[src/rtl/fifo_access_arbiter_pkg.sv]
// rtl/fifo_access_arbiter_pkg.sv - shared types and default sizing for the frame-line FIFO arbiter
package fifo_arb_pkg;

  localparam int DEPTH_DEFAULT = 64;
  localparam int AW_DEFAULT    = 6;

  typedef enum logic [1:0] {
    IDLE  = 2'b00,
    GNT_W = 2'b01,
    GNT_R = 2'b10
  } arb_state_e;

  typedef enum logic {
    WRITE = 1'b0,
    READ  = 1'b1
  } winner_e;

endpackage

[src/rtl/fifo_access_arbiter_if.sv]
// rtl/fifo_access_arbiter_if.sv - request/grant and FIFO-port bundle between requesters and arbiter
interface fifo_access_arbiter_if #(
  parameter int AW = 6
);
  logic          wr_req;
  logic          rd_req;
  logic          wr_gnt;
  logic          rd_gnt;
  logic          we;
  logic          re;
  logic [AW-1:0] wr_addr;
  logic [AW-1:0] rd_addr;
  logic [AW:0]   count;
  logic          full;
  logic          empty;
  logic          busy;

  modport master (
    output wr_req, rd_req,
    input  wr_gnt, rd_gnt, we, re, wr_addr, rd_addr, count, full, empty, busy
  );

  modport slave (
    input  wr_req, rd_req,
    output wr_gnt, rd_gnt, we, re, wr_addr, rd_addr, count, full, empty, busy
  );
endinterface

[src/rtl/fifo_access_arbiter_req_sync.sv]
// rtl/fifo_access_arbiter_req_sync.sv - 2-flop request synchronizer, async active-low reset to 0
module req_sync (
  input  logic clk_i,
  input  logic rst_ni,
  input  logic d_i,
  output logic q_o
);
  logic meta_q;
  logic sync_q;

  always_ff @(posedge clk_i or negedge rst_ni) begin
    if (!rst_ni) begin
      meta_q <= 1'b0;
      sync_q <= 1'b0;
    end else begin
      meta_q <= d_i;
      sync_q <= meta_q;
    end
  end

  assign q_o = sync_q;
endmodule

[src/rtl/fifo_access_arbiter.sv]
// rtl/fifo_access_arbiter.sv - round-robin write/read arbiter and pointer keeper for the frame-line FIFO
// FIFO_ARB_REQ_SYNC_EN: pass both requests through req_sync before the FSM.
module fifo_access_arbiter
  import fifo_arb_pkg::*;
#(
  parameter int DEPTH = DEPTH_DEFAULT,
  parameter int AW    = $clog2(DEPTH)
) (
  input  logic                 clk_i,
  input  logic                 rst_ni,
  fifo_access_arbiter_if.slave bus
);
  localparam logic [AW:0] DEPTH_C = (AW+1)'(DEPTH);

  arb_state_e    state_q, state_d;
  winner_e       last_win_q, last_win_d;
  logic [AW-1:0] wptr_q, wptr_d;
  logic [AW-1:0] rptr_q, rptr_d;
  logic [AW:0]   count_q, count_d;
  logic          wr_req_s, rd_req_s;
  logic          full, empty, wr_ok, rd_ok;
  logic          we, re;

`ifdef FIFO_ARB_REQ_SYNC_EN
  req_sync u_wr_sync (.clk_i(clk_i), .rst_ni(rst_ni), .d_i(bus.wr_req), .q_o(wr_req_s));
  req_sync u_rd_sync (.clk_i(clk_i), .rst_ni(rst_ni), .d_i(bus.rd_req), .q_o(rd_req_s));
`else
  assign wr_req_s = bus.wr_req;
  assign rd_req_s = bus.rd_req;
`endif

  // count alone decides full/empty so equal pointers are never ambiguous
  assign full  = (count_q == DEPTH_C);
  assign empty = (count_q == '0);
  assign wr_ok = wr_req_s && !full;
  assign rd_ok = rd_req_s && !empty;

  always_ff @(posedge clk_i or negedge rst_ni) begin
    if (!rst_ni) begin
      state_q    <= IDLE;
      last_win_q <= READ;
      wptr_q     <= '0;
      rptr_q     <= '0;
      count_q    <= '0;
    end else begin
      state_q    <= state_d;
      last_win_q <= last_win_d;
      wptr_q     <= wptr_d;
      rptr_q     <= rptr_d;
      count_q    <= count_d;
    end
  end

  always_comb begin
    state_d    = state_q;
    last_win_d = last_win_q;
    wptr_d     = wptr_q;
    rptr_d     = rptr_q;
    count_d    = count_q;
    we         = 1'b0;
    re         = 1'b0;
    case (state_q)
      IDLE: begin
        if (wr_ok && rd_ok) begin
          state_d = (last_win_q == READ) ? GNT_W : GNT_R;
        end else if (wr_ok) begin
          state_d = GNT_W;
        end else if (rd_ok) begin
          state_d = GNT_R;
        end
      end
      GNT_W: begin
        we         = 1'b1;
        wptr_d     = wptr_q + 1'b1;
        count_d    = count_q + 1'b1;
        last_win_d = WRITE;
        state_d    = IDLE;
      end
      GNT_R: begin
        re         = 1'b1;
        rptr_d     = rptr_q + 1'b1;
        count_d    = count_q - 1'b1;
        last_win_d = READ;
        state_d    = IDLE;
      end
      default: state_d = IDLE;
    endcase
  end

  assign bus.we      = we;
  assign bus.re      = re;
  assign bus.wr_gnt  = we;
  assign bus.rd_gnt  = re;
  assign bus.wr_addr = wptr_q;
  assign bus.rd_addr = rptr_q;
  assign bus.count   = count_q;
  assign bus.full    = full;
  assign bus.empty   = empty;
  assign bus.busy    = (state_q == GNT_W) || (state_q == GNT_R);
endmodule

[src/flat_wrapper.sv]
// flat-port wrapper written by rule: the top's interface ports become plain ports
module fifo_access_arbiter_flat import fifo_arb_pkg::*;
#(
  parameter int DEPTH = DEPTH_DEFAULT,
  parameter int AW    = $clog2(DEPTH)
)
  (clk_i, rst_ni, bus_wr_req, bus_rd_req, bus_wr_gnt, bus_rd_gnt, bus_we, bus_re, bus_wr_addr, bus_rd_addr, bus_count, bus_full, bus_empty, bus_busy);
  fifo_access_arbiter_if #(.AW(AW)) bus_i ();
  input  logic clk_i;
  input  logic rst_ni;
  input wire logic [$bits(bus_i.wr_req)-1:0] bus_wr_req;
  input wire logic [$bits(bus_i.rd_req)-1:0] bus_rd_req;
  output wire logic [$bits(bus_i.wr_gnt)-1:0] bus_wr_gnt;
  output wire logic [$bits(bus_i.rd_gnt)-1:0] bus_rd_gnt;
  output wire logic [$bits(bus_i.we)-1:0] bus_we;
  output wire logic [$bits(bus_i.re)-1:0] bus_re;
  output wire logic [$bits(bus_i.wr_addr)-1:0] bus_wr_addr;
  output wire logic [$bits(bus_i.rd_addr)-1:0] bus_rd_addr;
  output wire logic [$bits(bus_i.count)-1:0] bus_count;
  output wire logic [$bits(bus_i.full)-1:0] bus_full;
  output wire logic [$bits(bus_i.empty)-1:0] bus_empty;
  output wire logic [$bits(bus_i.busy)-1:0] bus_busy;
  assign bus_i.wr_req = bus_wr_req;
  assign bus_i.rd_req = bus_rd_req;
  assign bus_wr_gnt = bus_i.wr_gnt;
  assign bus_rd_gnt = bus_i.rd_gnt;
  assign bus_we = bus_i.we;
  assign bus_re = bus_i.re;
  assign bus_wr_addr = bus_i.wr_addr;
  assign bus_rd_addr = bus_i.rd_addr;
  assign bus_count = bus_i.count;
  assign bus_full = bus_i.full;
  assign bus_empty = bus_i.empty;
  assign bus_busy = bus_i.busy;
  fifo_access_arbiter #(.DEPTH(DEPTH), .AW(AW)) u_core (.clk_i(clk_i), .rst_ni(rst_ni), .bus(bus_i));
endmodule
[config.mk]
export PLATFORM = sky130hd
export DESIGN_NAME = fifo_access_arbiter_flat
export DESIGN_NICKNAME = d
export VERILOG_FILES = /design/src/rtl/fifo_access_arbiter_pkg.sv /design/src/rtl/fifo_access_arbiter_if.sv /design/src/rtl/fifo_access_arbiter_req_sync.sv /design/src/rtl/fifo_access_arbiter.sv /design/src/flat_wrapper.sv
export SDC_FILE = /design/constraint.sdc
export NUM_CORES = 1
export LEC_CHECK = 0
export BUFFER_PORTS_ARGS = -buffer_cell sky130_fd_sc_hd__buf_2
export CAP_MARGIN = 40
export CORE_ASPECT_RATIO = 1.25
export CORE_MARGIN = 3
export CORE_UTILIZATION = 40
export DETAILED_ROUTE_END_ITERATION = 16
export PLACE_DENSITY = 0.67
export SLEW_MARGIN = 20
export SYNTH_ARGS = -nofsm -noshare
export SYNTH_HDL_FRONTEND = slang
export SYNTH_HIERARCHICAL = 1
export SYNTH_SLANG_ARGS = --single-unit
export TNS_END_PERCENT = 20
[constraint.sdc]
create_clock -name clk_i -period 2.8 [get_ports clk_i]
set_clock_uncertainty 0.2 [all_clocks]
set_input_delay 0.28 -clock clk_i [delete_from_list [all_inputs] [get_ports clk_i]]
set_output_delay 0.28 -clock clk_i [all_outputs]
set_load 0.005 [all_outputs]
# --- After elaboration in Yosys (flattened, before gate mapping) ---
# Cells that the tools add are included.
classes:
  muxes: 9
  shift: 0
  mul: 0
  n_reduce_logical: 9
  div_mod_pow: 0
  add_sub_neg: 4
  eq_ne: 4
  magnitude_cmp: 0
  bitwise_logic: 0
op_table:
  columns: ["operator", "n"]
  rows:
  - ["$pmux W7 S2", 1]
  - ["$add A6 B1 Y6 const B", 2]
  - ["$mux W2", 5]
  - ["$add A7 B1 Y7 const B", 1]
  - ["$eq A7 B7 Y1 const B", 1]
  - ["$logic_not A7 Y1", 1]
  - ["$sub A7 B1 Y7 const B", 1]
  - ["$ne A4 B1 Y1 const B", 1]
  - ["$logic_and A1 B1 Y1", 3]
  - ["$eq A2 B1 Y1 const B", 1]
  - ["$eq A2 B2 Y1 const B", 1]
  - ["$logic_not A1 Y1", 2]
  - ["$logic_not A2 Y1", 1]
  - ["$mux W1", 2]
  - ["$pmux W1 S2", 1]
  - ["$reduce_bool A2 Y1", 1]
  - ["$logic_or A1 B1 Y1", 1]
totals:
  output_inout_bits: 26
  reg_bits: 22
  ram_bits: 0
  n_memories: 0
  inputBits: 4
  rom_bits: 0
  latch_bits: 0
  elab_cells: 31

# --- Longest topological paths before layout ---
# Gate-level depths: netlist (run 1).
depth:
  ltp_word: 7
  ltp_mapped: 9
  mapped_depth_nobuf: 8

# --- Worst setup path before layout (run 1) ---
# Ideal clock, no wire load.
synth_path:
  path_type: "reg2reg"
  from: "register u_core.state_q[0]"
  to: "register u_core.count_q[4] (netlist: u_core/bus.count[4])"
  t_required_ns: 2.521
  synth_period_minus_slack_ns: 2.199
  arrival_ns: 1.920
  stages_incl_launch_ff: 10
  path_buffers: 1
  path_slack_ns: 0.601
  setup_ns: 0.079
  path_cell_list: "dfrtp_1 inv_1 ha_1 buf_6 xor2_1 ha_1 a31oi_1 o22ai_2 mux2i_1 xor2_1"
synth_between:
  elab_chain_cells: 2
  word_cells_on_any_way: 4
  classes_between: "2 x eq/ne; 1 x mux; 1 x reduce/logical"
synth_lines:
  columns: ["item", "line_no", "text"]
  rows:
  - ["start, declared", "fifo_access_arbiter.sv:15", "arb_state_e state_q, state_d;"]
  - ["start signal, assigned", "fifo_access_arbiter.sv:46", "state_q <= state_d;"]
  - ["$eq A2 B2 Y1 / $eq A2 B1 Y1 (equally long branches)", "fifo_access_arbiter.sv:62", "case (state_q)"]
  - ["$pmux W7 S2 / $reduce_bool A2 Y1 (equally long branches)", null, null]
  - ["end signal, assigned", "fifo_access_arbiter.sv:50", "count_q <= count_d;"]
  - ["end, declared", "fifo_access_arbiter.sv:19", "logic [AW:0] count_q, count_d;"]
# Parallel ways exist; a longest one is shown, timed or not.
# A chain may end at the register's enable or synchronous reset.

# --- Worst setup path after layout (run 1) ---
layout_path:
  from: "register u_core.state_q[0]"
  to: "register u_core.count_q[6] (netlist: u_core/bus.count[6])"
# The elaborated chain is that of the path after synthesis.

==> results of run 1 <==
## final cells by class
type,instances,area [um^2],share of cell area (%)
multi-input combinational,84,612,42.2
tap,36,45.0,3.11
inverter,7,26.3,1.81
clock buffer,3,22.5,1.55
timing repair buffer,31,163,11.2
sequential,22,552,38.1
clock inverter,1,30.0,2.07
## cells in the mapped netlist, types with 2 or more instances
| cell | number | area share, % |
|---|---|---|
| dfrtp_1 | 21 | 42 |
| nand2_1 | 14 | 4.2 |
| xnor2_1 | 10 | 7.0 |
| nor2_1 | 9 | 2.7 |
| xor2_1 | 9 | 6.3 |
| ha_1 | 7 | 7.0 |
| inv_1 | 7 | 2.1 |
| nand4_1 | 7 | 3.5 |
| a21oi_1 | 4 | 1.6 |
| buf_4 | 3 | 1.8 |
| mux2_2 | 3 | 2.7 |
| o21ai_0 | 3 | 1.2 |
| buf_2 | 2 | 0.80 |
| buf_6 | 2 | 1.8 |
| nand4b_1 | 2 | 1.4 |
| o21a_1 | 2 | 1.2 |
## per-stage QoR
| step | instance area [um^2] | cells | utilization [%] | setup WS (ns) | total power [mW] |
|---|---|---|---|---|---|
| final | 1450 | 184 | 48.8 | 0.629 | 1.87 |
| after CTS | 1450 | 184 | 48.8 | 0.610 | 1.89 |
| after floorplan | 1250 | 122 | - | 0.601 | 1.37 |
| after global placement | 1390 | 179 | 46.7 | 0.761 | 1.59 |
| after detailed placement | 1390 | 179 | 46.7 | 0.656 | 1.63 |
| after global routing | 1450 | 184 | 48.8 | 0.471 | 2.03 |
## how the worst max path moves through the flow
stage | to | cells past startpoint | slack [ns] | startpoint
3_5_place_dp | u_core/bus.count[6] | 8 | 0.66 | u_core/state_q[0]
4_1_cts | u_core/bus.count[6] | 8 | 0.61 | u_core/state_q[0]
3_3_place_gp | u_core/bus.count[6] | 8 | 0.76 | u_core/state_q[0]
6_report | u_core/bus.count[6] | 8 | 0.63 | u_core/state_q[0]
5_1_grt | u_core/bus.count[4] | 8 | 0.47 | u_core/state_q[0]
2_1_floorplan | u_core/bus.count[4] | 9 | 0.60 | u_core/state_q[0]
## cells by family after synthesis
kind of cell | count (synthesis)
DFF | 22
buffers and inverters | 16
muxes | 4
adders and majority gates | 7
AOI/OAI and AO/OA | 17
and+or+nand+nor | 37
xor gates and xnor gates | 19
## power breakdown
part           leakage, nW  switching, mW  internal, mW  total, mW
Sequential           0.268          0.209         0.473      0.683
Clock               0.0279          0.103         0.145      0.248
Combinational        0.416          0.473         0.463      0.937
Total                0.712          0.786          1.08       1.87
## layer usage
layer,global-route usage [%],routed length (um),up-vias
met4,3.56,19,0
met3,2.79,159,2
met1,16.3,1070,440
met2,26.2,1250,39
met5,0,0,-
li1,-,-,459
## worst max-delay path, delay by kind of cell (launching register included)
kind | cells | cell delay [ns]
compound gates | 3 | 0.62
buf+inv | 1 | 0.09
flops | 1 | 0.40
xor+xnor | 2 | 0.33
fa+ha+maj | 2 | 0.47
## registers in the layout (all words and copies together) (netlist names)
register / cells
u_core/last_win_q: 1
u_core/bus.rd_addr: 6
u_core/state_q: 2
u_core/bus.count: 7
u_core/bus.wr_addr: 6
## repair_timing
action,in CTS,in global routing
hold buffers,1,0
hold endpoints to repair,21,0
endpoints found under the setup margin,0,0
==> impl_metrics.toml, run 1 <==
[logic_synthesis]
synth.cell_area_um2 = 1250
synth_compound_area_share_pct = 9.78
synth-seq-cells = 22
synth_mux_area_share_pct = 3.49
synthSimpleGateAreaFrac_pct = 15.3
yosysWarningCount = 6
synth_edf_count = 0
synth_top_family_by_area = "simple AND/OR/NAND/NOR gates"
synth_fa_ha_area_share_pct = 6.99
yosysSeqAreaShare_pct = 44.0
async_flop_share_pct = 100
synthCells = 122
synth_xor_area_share_pct = 13.3
syn-num-nets = 133
synth_cell_types = 33
ys.flop_type = "dfrtp_1"
postSynthAreaPerCell_um2 = 10.3

[worst_setup_path]
crit_path_end_kind = "flip-flop"
max_stage_delay_ns = 0.40
arrival_ns = 2.22
startpoint_type = "flip-flop"
timing.rr.end = "u_core/bus.count[6]"
required_ns = 2.85
cp_slowest_cell = "dfrtp_1"
reg2reg_slack_ns = 0.63
cp_max_fo = 4
r2r_start = "u_core/state_q[0]"
path_cells = "inv_1 > ha_1 > xor2_1 > ha_1 > a31oi_1 > o22ai_2 > a211oi_2 > xor2_1"
critPathKind = "flip-flop to flip-flop"
reg2reg_depth = 8

[floorplanning]
core_area_um2 = 2970
die_x_um = 56.1
die_height_um = 68.6
initial_core_util_pct = 42.2
dieArea_um2 = 3850
rows = 22
pin_count = 30

[sta]
rsz0062_at_grt = "no"
tns_ns = 0
fin_crit_sh_pct = 77.5
fmax_mhz = 461
hold_viol = 0
maxSlewHeadroom_pct = 66.1
layout_min_cycle_time_ns = 2.17
drv_slew = 0
whs_ns = 0.0840
setup_violations = 0
tightest_slew_ns = 0.509

[detailed_routing]
drc = 0
wirelength_mm = 2.50
dr_total_vias = 940
viasPerCell = 5.11
drt_first_pass_iters = 4
ant_nets = 0
avgRoutedWirePerCell_um = 13.6
drt_iter0_markers = 15

[clock_tree]
path_clk_slew_ns = 0.13
cts_resized = 0
htree_num_levels = 1
clock_sinks = 22
clock_latency_ns = 0.31
postCtsSetupBuffers = 0
cts_tree = "built"
clk_root_buffer_cell = "clkbuf_4"
cts_buffers = 3
cts_max_path_buffers = 2

[global_routing]
track_usage_pct = 13.9
grt_max_degree = 23
grt_pass1_wl_mm = 4.24
gr-total-overflow = 0
antenna_found_initial = 0
grt_pass1_vias = 928

[worst_hold_path]
min_from = "bus_rd_req"
min_to = "u_core/state_q[0]"
whs_path_depth = 4
hold_path_class = "input pin to flip-flop"

[pwr]
power_density_nw_per_um2 = 1290
p_leak_nw = 0.712
ir_drop_mv = 0.602

[run_status]
status = "completed"

[finish]
diodes = 0
drive_gt1_share_pct = 29.1
layout_commonest_cell = "buf_2"
fin_nets = 160
areaGrowthSynthToFinish_pct = 15.7
fillers = 296
layout_common_cells = "buf_2 (29), dfrtp_1 (21), nand2_1 (14)"

[placement]
port_buffers = 29
gp_congestion = 0.827
dp_hpwl_mm = 1.80

[job]
cap_viol_max_count = 0
No activity file was read; power rests on OpenSTA's default activity.
==> inputs of run 2 (changes only) <==
- PLACE_DENSITY: 0.67 -> 0.7
- clock period: 2.8 -> 1.9 ns (I/O delays scaled with it)
==> run 2 against run 1 <==
Net effect: the run now ends with setup timing left; fmax increased by 11%; sequential cell count did not move; total power grew 47%; first-iteration DRC count is 73% higher; clock power decreased by 14%; via count rose by 3.0%; critical endpoint is now u_core/bus.count[4]; largest power group unchanged.
==> impl_metrics.toml, run 2 (synthesized netlist as in run 1, its figures left out) <==
[worst_setup_path]
required_ns = 1.92
reg2reg_slack_ns = -0.06
critPathKind = "flip-flop to flip-flop"
cp_top_family = "flip-flops"
cpMostUsedCell = "xor2_1"
timing.rr.end = "u_core/bus.count[4]"
path_cells = "inv_2 > ha_4 > xor2_1 > ha_2 > a31oi_1 > o22ai_2 > mux2i_1 > xor2_1"
reg2reg_depth = 8
crit_path_end_kind = "flip-flop"
cp_max_fo = 4
cp_slowest_cell = "dfrtp_1"
r2r_start = "u_core/state_q[0]"
arrival_ns = 1.98
path_buf_inv = 1
startpoint_type = "flip-flop"
max_stage_delay_ns = 0.40

[sta]
rsz0062_at_grt = "yes"
tightest_slew_ns = 0.481
setup_violations = 4
drv_slew = 0
tns_ns = -0.115
layout_min_cycle_time_ns = 1.96
fmax_mhz = 510
fin_crit_sh_pct = 103
hold_viol = 0
setup_slack_ns = -0.0602
maxSlewHeadroom_pct = 68.0

[finish]
layout_common_cells = "buf_2 (29), dfrtp_1 (21), nand2_1 (14)"
fin_nets = 167
fin_util_pct = 50.4
areaGrowthSynthToFinish_pct = 19.5
layout_commonest_cell = "buf_2"
diodes = 0
drive_gt1_share_pct = 34.8
largest_reg_flops = 7

[run_status]
violations = "setup timing"
status = "finished, violations left"

[worst_hold_path]
min_to = "u_core/state_q[0]"
min_from = "bus_rd_req"
hold_path_class = "input pin to flip-flop"
whs_path_depth = 4

[floorplanning]
die_x_um = 56.1
dieArea_um2 = 3850
core_area_um2 = 2970
initial_core_util_pct = 42.2
rows = 22
die_height_um = 68.6
pin_count = 30

[detailed_routing]
dr_total_vias = 968
drt_first_pass_iters = 4
drc = 0
ant_nets = 0
wirelength_mm = 2.47
avgRoutedWirePerCell_um = 12.9
viasPerCell = 5.07
drt_iter0_markers = 26

[clock_tree]
path_clk_slew_ns = 0.11
htree_num_levels = 1
clock_latency_ns = 0.30
clock_sinks = 22
cts_max_path_buffers = 2
cts_buffers = 3
clk_root_buffer_cell = "clkbuf_4"
cts_tree = "built"

[pwr]
p_leak_nw = 0.733
power_density_nw_per_um2 = 1840
ir_drop_mv = 0.900

[global_routing]
antenna_found_initial = 0
gr-total-overflow = 0
track_usage_pct = 13.6
grt_pass1_vias = 967
grt_max_degree = 23
grt_pass1_wl_mm = 4.17

[placement]
port_buffers = 29
gp_congestion = 0.784
post-place-ws_ns = -0.0250
dp_hpwl_mm = 1.82

[job]
cap_viol_max_count = 0
==> run 2: worst reg2reg max path, cell delays in order, from the launching register on <==
cell	delay, ns
dfrtp_1	0.40
inv_2	0.10
ha_4	0.14
xor2_1	0.15
ha_2	0.24
a31oi_1	0.11
o22ai_2	0.17
mux2i_1	0.24
xor2_1	0.15
==> run 2: power by group <==
group | leakage, nW | switching, mW | total (mW) | internal (mW)
Clock | 0.0150 | 0.132 | 0.214 | 0.0815
Combinational | 0.450 | 0.765 | 1.57 | 0.800
Sequential | 0.268 | 0.274 | 0.972 | 0.699
==> run 2: per-stage QoR <==
stage / power (mW) / hold WS (ns) / area [um^2] / cells
after detailed placement: 2.52 / -0.0155 / 1450 / 185
after CTS: 2.75 / 0.00449 / 1490 / 190
after global placement: 2.46 / -0.0203 / 1450 / 185
after global routing: 3.00 / 0.0422 / 1500 / 191
final: 2.75 / 0.0185 / 1500 / 191
after floorplan: 2.06 / -0.306 / 1270 / 122
==> run 2: how the worst max path moves through the flow <==
stage          depth (start not counted)  slack (ns)         startpoint             endpoint
2_1_floorplan                          9       -0.12  u_core/state_q[0]  u_core/bus.count[6]
3_3_place_gp                           7        0.04  u_core/state_q[1]  u_core/bus.count[6]
3_5_place_dp                           8       -0.02  u_core/state_q[0]  u_core/bus.count[4]
4_1_cts                                8       -0.06  u_core/state_q[0]  u_core/bus.count[4]
5_1_grt                                8       -0.16  u_core/state_q[0]  u_core/bus.count[4]
6_report                               8       -0.06  u_core/state_q[0]  u_core/bus.count[4]
==> run 2: timing repair <==
| item | in CTS | in global routing |
|---|---|---|
| buffers inserted | 0 | 1 |
| resized for setup | 0 | 1 |
| gates cloned | 0 | 0 |
| hold endpoints to repair | 22 | 0 |
| endpoints found under the setup margin | 3 | 5 |
| hold buffers | 1 | 0 |
| pin swaps | 1 | 1 |
==> run 2: final cells by class <==
class	instances	area, um^2
inverters	7	26.3
flip-flops and latches	22	552
clock buffers	4	26.3
repair buffers	38	215
multi-input cells	84	633
fillers	268	1480
well taps	36	45.0
==> run 2: per-layer routing <==
layer  global-route usage, %  up-vias  wire length (um)
met4                    4.15        0                14
met1                    15.5      461              1090
met3                    2.42        2               138
met5                       0        -                 0
met2                    26.0       30              1230
li1                        -      475                 -
